[config.mk]
export PLATFORM = sky130hd
export DESIGN_NAME = instr_fetch_flat
export DESIGN_NICKNAME = d
export VERILOG_FILES = /design/src/rtl/instr_fetch_if.sv /design/src/rtl/instr_fetch.sv /design/src/flat_wrapper.sv
export SDC_FILE = /design/constraint.sdc
export NUM_CORES = 1
export LEC_CHECK = 0
export CAP_MARGIN = 20
export CORE_MARGIN = 2
export CORE_UTILIZATION = 45
export DETAILED_ROUTE_END_ITERATION = 8
export PLACE_DENSITY = 0.79
export SLEW_MARGIN = 20
export SYNTH_ARGS = -nofsm -noshare
export SYNTH_HDL_FRONTEND = slang
export SYNTH_SLANG_ARGS = --single-unit
[constraint.sdc]
create_clock -name Clk -period 3 [get_ports Clk]
set_input_delay 0.3 -clock Clk [delete_from_list [all_inputs] [get_ports Clk]]
set_output_delay 0.3 -clock Clk [all_outputs]
set_load 0.01 [all_outputs]
[src/rtl/instr_fetch_if.sv]
// instr_fetch_if: bundles the instruction-memory read port, the decode
// handshake and the jump redirect of the fetch unit.
//   master (fetch unit): drives MemAddr, MemRdEn, Instr, InstrValid, PC,
//                        Halted; receives MemData, InstrAck, Jump, JumpAddr.
//   slave  (environment): the mirror image of master.
interface instr_fetch_if #(
  parameter int ADDR_W = 16
);
  logic [ADDR_W-1:0] MemAddr;
  logic              MemRdEn;
  logic [15:0]       MemData;
  logic [15:0]       Instr;
  logic              InstrValid;
  logic              InstrAck;
  logic              Jump;
  logic [ADDR_W-1:0] JumpAddr;
  logic [ADDR_W-1:0] PC;
  logic              Halted;

  modport master (
    output MemAddr, MemRdEn, Instr, InstrValid, PC, Halted,
    input  MemData, InstrAck, Jump, JumpAddr
  );

  modport slave (
    input  MemAddr, MemRdEn, Instr, InstrValid, PC, Halted,
    output MemData, InstrAck, Jump, JumpAddr
  );
endinterface

[src/rtl/instr_fetch.sv]
// instr_fetch: owns the program counter, reads a synchronous instruction
// memory and hands one 16-bit word at a time to the decode FSM, holding it
// until acknowledged. Jump redirects the PC and drops any in-flight read.
// Ports:
//   Clk  - clock, all state changes on the rising edge
//   Rst  - synchronous active-high reset (priority over everything)
//   bus  - instr_fetch_if.master: memory read port (MemAddr, MemRdEn,
//          MemData), decode handshake (Instr, InstrValid, InstrAck),
//          redirect (Jump, JumpAddr), PC and Halted status.
// Optional build macro: INSTR_FETCH_HALT_DETECT_EN enables the halt-word
// detection (16'h40F0) and the HALT state; otherwise Halted is tied low.
module instr_fetch #(
  parameter int                 ADDR_W   = 16,
  parameter logic [ADDR_W-1:0]  RESET_PC = {ADDR_W{1'b0}},
  parameter int                 MEM_LAT  = 1
) (
  input logic            Clk,
  input logic            Rst,
  instr_fetch_if.master  bus
);

  localparam logic [2:0]        LAT    = 3'(MEM_LAT);
  localparam logic [ADDR_W-1:0] PC_ONE = {{(ADDR_W-1){1'b0}}, 1'b1};
`ifdef INSTR_FETCH_HALT_DETECT_EN
  localparam logic [15:0]       HALT_WORD = 16'h40F0;
`endif

  // FETCH spans the read-issue cycle: it is entered with MemRdEn low (after
  // reset or a jump) and raises it, or entered with MemRdEn already high
  // (after an ack, so the next read is not delayed) and moves to WAIT.
  typedef enum logic [1:0] {
    ST_FETCH = 2'd0,
    ST_WAIT  = 2'd1,
    ST_HOLD  = 2'd2
`ifdef INSTR_FETCH_HALT_DETECT_EN
    , ST_HALT = 2'd3
`endif
  } state_t;

  state_t            state_r, state_nxt;
  logic [ADDR_W-1:0] pc_r, pc_nxt;
  logic [ADDR_W-1:0] addr_r, addr_nxt;
  logic              rd_en_r, rd_en_nxt;
  logic [2:0]        cnt_r, cnt_nxt;
  logic [15:0]       instr_r, instr_nxt;
  logic              valid_r, valid_nxt;
`ifdef INSTR_FETCH_HALT_DETECT_EN
  logic              halted_r, halted_nxt;
`endif

  // Next-state and next-register values; Jump overrides every state action.
  always_comb begin
    state_nxt = state_r;
    pc_nxt    = pc_r;
    addr_nxt  = addr_r;
    rd_en_nxt = 1'b0;
    cnt_nxt   = cnt_r;
    instr_nxt = instr_r;
    valid_nxt = valid_r;
`ifdef INSTR_FETCH_HALT_DETECT_EN
    halted_nxt = halted_r;
`endif
    if (bus.Jump) begin
      pc_nxt    = bus.JumpAddr;
      valid_nxt = 1'b0;
      cnt_nxt   = 3'd0;
      state_nxt = ST_FETCH;
`ifdef INSTR_FETCH_HALT_DETECT_EN
      halted_nxt = 1'b0;
`endif
    end else begin
      case (state_r)
        ST_FETCH: begin
          if (rd_en_r) begin
            cnt_nxt   = LAT;
            state_nxt = ST_WAIT;
          end else begin
            addr_nxt  = pc_r;
            rd_en_nxt = 1'b1;
          end
        end
        ST_WAIT: begin
          // Counter reads 1 in the cycle MemData carries the response.
          if (cnt_r == 3'd1) begin
            instr_nxt = bus.MemData;
            valid_nxt = 1'b1;
            pc_nxt    = pc_r + PC_ONE;
            state_nxt = ST_HOLD;
          end else begin
            cnt_nxt = cnt_r - 3'd1;
          end
        end
        ST_HOLD: begin
          if (bus.InstrAck) begin
            valid_nxt = 1'b0;
`ifdef INSTR_FETCH_HALT_DETECT_EN
            if (instr_r == HALT_WORD) begin
              halted_nxt = 1'b1;
              state_nxt  = ST_HALT;
            end else begin
              addr_nxt  = pc_r;
              rd_en_nxt = 1'b1;
              state_nxt = ST_FETCH;
            end
`else
            addr_nxt  = pc_r;
            rd_en_nxt = 1'b1;
            state_nxt = ST_FETCH;
`endif
          end else begin
            state_nxt = ST_HOLD;
          end
        end
`ifdef INSTR_FETCH_HALT_DETECT_EN
        ST_HALT: begin
          state_nxt = ST_HALT;
        end
`endif
        default: begin
          state_nxt = ST_FETCH;
        end
      endcase
    end
  end

  // State and output registers with synchronous reset.
  always_ff @(posedge Clk) begin
    if (Rst) begin
      state_r <= ST_FETCH;
      pc_r    <= RESET_PC;
      addr_r  <= RESET_PC;
      rd_en_r <= 1'b0;
      cnt_r   <= 3'd0;
      instr_r <= 16'h0000;
      valid_r <= 1'b0;
`ifdef INSTR_FETCH_HALT_DETECT_EN
      halted_r <= 1'b0;
`endif
    end else begin
      state_r <= state_nxt;
      pc_r    <= pc_nxt;
      addr_r  <= addr_nxt;
      rd_en_r <= rd_en_nxt;
      cnt_r   <= cnt_nxt;
      instr_r <= instr_nxt;
      valid_r <= valid_nxt;
`ifdef INSTR_FETCH_HALT_DETECT_EN
      halted_r <= halted_nxt;
`endif
    end
  end

  assign bus.MemAddr    = addr_r;
  assign bus.MemRdEn    = rd_en_r;
  assign bus.Instr      = instr_r;
  assign bus.InstrValid = valid_r;
  assign bus.PC         = pc_r;
`ifdef INSTR_FETCH_HALT_DETECT_EN
  assign bus.Halted     = halted_r;
`else
  assign bus.Halted     = 1'b0;
`endif

endmodule

[src/flat_wrapper.sv]
// flat-port wrapper written by rule: the top's interface ports become plain ports
module instr_fetch_flat 
#(
  parameter int                 ADDR_W   = 16,
  parameter logic [ADDR_W-1:0]  RESET_PC = {ADDR_W{1'b0}},
  parameter int                 MEM_LAT  = 1
)
  (Clk, Rst, bus_MemAddr, bus_MemRdEn, bus_Instr, bus_InstrValid, bus_PC, bus_Halted, bus_MemData, bus_InstrAck, bus_Jump, bus_JumpAddr);
  instr_fetch_if #(.ADDR_W(ADDR_W)) bus_i ();
  input logic Clk;
  input logic Rst;
  output wire logic [$bits(bus_i.MemAddr)-1:0] bus_MemAddr;
  output wire logic [$bits(bus_i.MemRdEn)-1:0] bus_MemRdEn;
  output wire logic [$bits(bus_i.Instr)-1:0] bus_Instr;
  output wire logic [$bits(bus_i.InstrValid)-1:0] bus_InstrValid;
  output wire logic [$bits(bus_i.PC)-1:0] bus_PC;
  output wire logic [$bits(bus_i.Halted)-1:0] bus_Halted;
  input wire logic [$bits(bus_i.MemData)-1:0] bus_MemData;
  input wire logic [$bits(bus_i.InstrAck)-1:0] bus_InstrAck;
  input wire logic [$bits(bus_i.Jump)-1:0] bus_Jump;
  input wire logic [$bits(bus_i.JumpAddr)-1:0] bus_JumpAddr;
  assign bus_MemAddr = bus_i.MemAddr;
  assign bus_MemRdEn = bus_i.MemRdEn;
  assign bus_Instr = bus_i.Instr;
  assign bus_InstrValid = bus_i.InstrValid;
  assign bus_PC = bus_i.PC;
  assign bus_Halted = bus_i.Halted;
  assign bus_i.MemData = bus_MemData;
  assign bus_i.InstrAck = bus_InstrAck;
  assign bus_i.Jump = bus_Jump;
  assign bus_i.JumpAddr = bus_JumpAddr;
  instr_fetch #(.ADDR_W(ADDR_W), .RESET_PC(RESET_PC), .MEM_LAT(MEM_LAT)) u_core (.Clk(Clk), .Rst(Rst), .bus(bus_i));
endmodule
Word-level counts from Yosys, hierarchy flattened
Index checks and enable logic that the tools add are counted.
Cells by class
  divide/modulo/power cells: 0
  reduce and logical (&&, ||, !) cells: 13
  eq/ne operators: 8
  $lt $le $gt $ge: 0
  shift-type cells: 0
  add/sub/neg operators: 2
  $mul: 0
  muxes and demuxes: 19
  bitwise logic cells: 1
Operators with widths (count)
  2-to-1 mux 16 bit: 5
  case mux 16 bit (2 select lines): 1
  adder 16 x 1 -> 16 bit (second input constant): 1
  nonzero test 2 bit: 5
  AND reduction 3 bit: 3
  2-to-1 mux 2 bit: 3
  2-to-1 mux 3 bit: 2
  != test 2 bit (second input constant): 3
  case mux 2 bit (3 select lines): 1
  case mux 3 bit (2 select lines): 1
  2-to-1 mux 1 bit: 4
  != test 2 x 1 -> 1 bit (second input constant): 2
  case mux 1 bit (2 select lines): 2
  AND reduction 2 bit: 2
  AND reduction 4 bit: 1
  equality test 3 x 1 -> 1 bit (second input constant): 1
  subtractor 3 x 1 -> 3 bit (second input constant): 1
  equality test 2 x 1 -> 1 bit (second input constant): 1
  equality test 2 bit (second input constant): 1
  logical NOT 2 bit: 1
  OR reduction 2 bit: 1
  inverter 1 bit: 1
Storage, ports and cells
  input port bits: 36
  bits in read-only memories: 0
  RAM bits: 0
  output and inout bits: 51
  memories kept: 0
  flip-flop bits (word level): 55
  word-level logic and storage cells: 50
  latch bits: 0

Logic depth before layout (Yosys ltp)
  depth in word-level cells: 4
  gate-level depth with buffers: 8
  mapped depth without buffers: 6

Worst setup path before layout
No wires, ideal clock.
  path type: reg-to-reg
  start: reg u_core.state_r[1]
  end: reg u_core.addr_r[5] (netlist: u_core.bus.MemAddr[5])
  clock period less this slack: 1.601 ns
  required time: 2.872 ns
  library setup time: 0.128 ns
  stages on the path, launching flop included: 6
  setup slack: 1.399 ns
  arrival time: 1.473 ns
  buffers on the path: 1
  cell sequence: dfxtp_1 or2_4 a211oi_4 buf_8 mux2i_1 nor2_1
On the way
  longest elaborated chain between the ends: 3
  elaborated cells on any way between the ends: 7
  classes of those cells: eq/ne (3); mux (1); reduce/logical (3)
Ends and longest elaborated chain
  start, declared: line instr_fetch.sv:40  | state_t state_r, state_nxt;
  start signal, assigned: line instr_fetch.sv:140  | state_r <= state_nxt;
  equality test 2 bit / logical NOT 2 bit (equally long branches): line instr_fetch.sv:72  | case (state_r)
  != test 2 bit (no line) / nonzero test 2 bit (equally long branches)
  AND reduction 4 bit (no line)
  end signal, assigned: line instr_fetch.sv:142  | addr_r <= addr_nxt;
  end, declared: line instr_fetch.sv:42  | logic [ADDR_W-1:0] addr_r, addr_nxt;
Several ways; a longest one is shown, not always the timed one.
A chain may end at the register's enable or synchronous reset.

Worst setup path after layout
  start: in bus_Jump
  end: reg u_core.addr_r[9] (netlist: u_core.bus.MemAddr[9])
On the way
  longest elaborated chain between the ends: 2
Ends and longest elaborated chain
  start, declared: line flat_wrapper.sv:20  | input wire logic [$bits(bus_i.Jump)-1:0] bus_Jump;
  inverter 1 bit (no line)
  AND reduction 4 bit (no line)
Every way passes these cells.

==> flow_summary.toml <==
[clock_tree]
clkLatencyLatePin_ns = 0.31
clk_pin_slew_worst_paths_ns = 0.10
cts_hold_buffers = 0
tritoncts = "built"
post_cts_sizing_count = 0
tritoncts_buffers = 5
clock_tree.buffer_depth = 2
clock_sink_count = 55
h-tree-depth = 2
post-cts-setup-buffers = 0
clockRootBuffer = "clkbuf_8"

[status]
status = "complete, no violations"

[timing]
setup_viol = 0
hold_viol_final = 0
whs_ns = 0.457
finalCritPeriodShare_pct = 59.9
tightest_slew_ns = 0.919
max_slew_violation_count = 0
slack_of_the_critical_path_ns = 1.20
period_needed_ns = 1.80
timing.setup.tns_ns = 0
fmax_ghz = 0.556
timing.max_slew.rel_slack_pct = 38.8
rsz_0062_raised_after_global_routing = "false"
final.setup_skew_ns = 0.0126

[placed_design]
worst_slack_after_detailed_placement_ns = 0.876
routability_driven_placement_congestion_ratio = 0.711
numPortBuffers = 85
dp_hpwl_microns = 3990

[layout]
diodes = 0
area_overhead_of_the_layout_relative_to_synthesis_pct = 39.9
nets = 398
most-common-layout-cells = "84 x clkdlybuf4s50_1, 55 x dfxtp_1, 39 x nand2_1"
layout_commonest_cell = "clkdlybuf4s50_1"
fraction_of_layout_instances_using_a_drive_strength_above_1_pct = 5.28
post-route-util_pct = 65.7

[setup_path]
timing_worst_setup_path_type = "in -> reg"
critical_path_arrival_ns = 1.96
start_kind = "input pin"
critical_path_required_time_ns = 3.17
worst_setup_path_end_kind = "register"
cp_max_fo = 28

[routing]
drt_wl_total_microns = 5620
vias_per_std_cell = 5.00
routed-via-count = 2149
routed_wire_length_per_instance_microns = 13.1
detail_route.iter0.violations = 109
drt_first_pass_iters = 4
drc = 0
route.antenna.remaining_nets = 0

[grt]
grt_first_pass_wirelength_microns = 9030
vias_in_the_first_global_route = 1917
grt_antenna_before_repair = 0
grt_max_degree = 52
track_usage_pct = 18.5
global_route.overflow_total = 0

[logic_synthesis]
yosys_register_bits = 55
synth-edff-count = 0
area_contributors_post_synth = "dfxtp_1 45%, mux2i_1 7.8%, a21oi_1 6.4%, nand2_1 6.0%, nor2_1 3.6%"
synth_top_cell_area_share_pct = 45.3
ys_dominant_reg_cell = "dfxtp_1"
syn-cell-area_sq_um = 2430
async_flop_share_pct = 0
synth.lib_cells_used.distinct = 41
yosysTopAreaCell = "dfxtp_1"
post_synthesis_net_count = 320
synthesis.area_per_instance_sq_um = 8.65
synthesis_warning_total = 0
synth.yosys.seq_area_share_pct = 45.3
synth_cells = 281

[die]
fp.dieW_microns = 77.5
placeableCoreArea_sq_um = 5170
fp.dieArea_sq_um = 6010
floorplan.die.height_microns = 77.5
start_util_pct = 47.0
placementRows = 26
design.portCount = 87

[job]
maxCapViolations = 0

[power_and_ir_drop]
vdd_drop_max_uv = 243
power_per_cell_area_nw_per_um2 = 420
static-leakage-power_nw = 1.27

[min_path]
worstHoldPathType = "reg -> reg"
-- power by group --
group,internal [mW],switching [mW],total (mW)
clock network,0.190,0.235,0.424
logic,0.128,0.0881,0.216
registers,0.757,0.0314,0.789
-- stage by stage --
step                instances  cell area [sq um]  power (mW)
floorplan                 281               2430       0.908
global placement          422               3300        1.02
detailed placement        422               3300        1.02
CTS                       430               3400        1.45
global route              430               3400        1.50
finish                    430               3400        1.43
-- synthesized netlist by cell type, drive strengths merged (2+ instances only) --
cell type and n:
a211oi 3, a21oi 31, a31oi 2, and4 2, buf 6, clkbuf 11
dfxtp 55, ha 3, inv 18, mux2i 19, nand2 39, nand2b 3
nand3 6, nand4 3, nor2 23, nor2b 2, nor3 10, nor3b 3
nor4 5, o21a 10, o31a 2, or2 2, xnor2 5, xor2 7
-- worst paths after layout --
path                                 from                            endpoint  slack, ns  depth (start not counted)
max reg2reg  u_core.cnt_r[0]$_SDFFE_PP0P_      u_core.bus.PC[12]$_SDFFE_PP0P_       1.20                          6
max                              bus_Jump  u_core.bus.MemAddr[9]$_SDFFE_PP0P_       1.20                          6
min          u_core.cnt_r[1]$_SDFFE_PP0P_        u_core.cnt_r[1]$_SDFFE_PP0P_       0.46                          2
min reg2reg  u_core.cnt_r[1]$_SDFFE_PP0P_        u_core.cnt_r[1]$_SDFFE_PP0P_       0.46                          2
-- registers in the layout, summed over array words and instances (netlist names) --
register and flops:
u_core.bus.Instr 16, u_core.bus.InstrValid 1, u_core.bus.MemAddr 16, u_core.bus.MemRdEn 1, u_core.bus.PC 16, u_core.cnt_r 3, u_core.state_r 2
-- logic make-up (layout without fill, tap and decap cells) --
| kind of cell | Yosys count | after routing | share of synthesized area [%] |
|---|---|---|---|
| AND/OR/NAND/NOR | 104 | 104 | 21.1 |
| flip-flops | 55 | 55 | 45.3 |
| AO/OA/AOI/OAI | 51 | 51 | 13.1 |
| buffers and inverters | 35 | 114 | 6.23 |
| multiplexers | 20 | 20 | 8.29 |
| XOR/XNOR | 12 | 12 | 4.32 |
| adder cells (fa/ha/maj) | 3 | 3 | 1.54 |
| other | 1 | 1 | 0.154 |
-- area by class of cell --
class,instances,area [sq um]
Timing Repair Buffer,88,868
Fill cell,431,1770
Tap cell,70,87.6
Clock inverter,1,8.76
Sequential cell,55,1100
Multi-Input combinational cell,191,1180
Clock buffer,7,86.3
Inverter,18,67.6
-- worst max-delay path, cell delays in order --
cell	delay, ns
clkdlybuf4s50_1	0.56
buf_4	0.31
a211oi_4	0.16
buf_4	0.31
mux2i_1	0.24
nor2_1	0.06
-- per-layer routing --
| metal | vias up | part of all wire (%) | GRT usage (%) |
|---|---|---|---|
| met5 | - | 0 | 0 |
| met1 | 984 | 46 | 23.8 |
| met4 | 0 | 0.66 | 4.82 |
| met3 | 4 | 6.2 | 4.88 |
| met2 | 62 | 47 | 30.9 |
| li1 | 1099 | - | - |
Note: power is estimated with default switching activity, not from simulation.
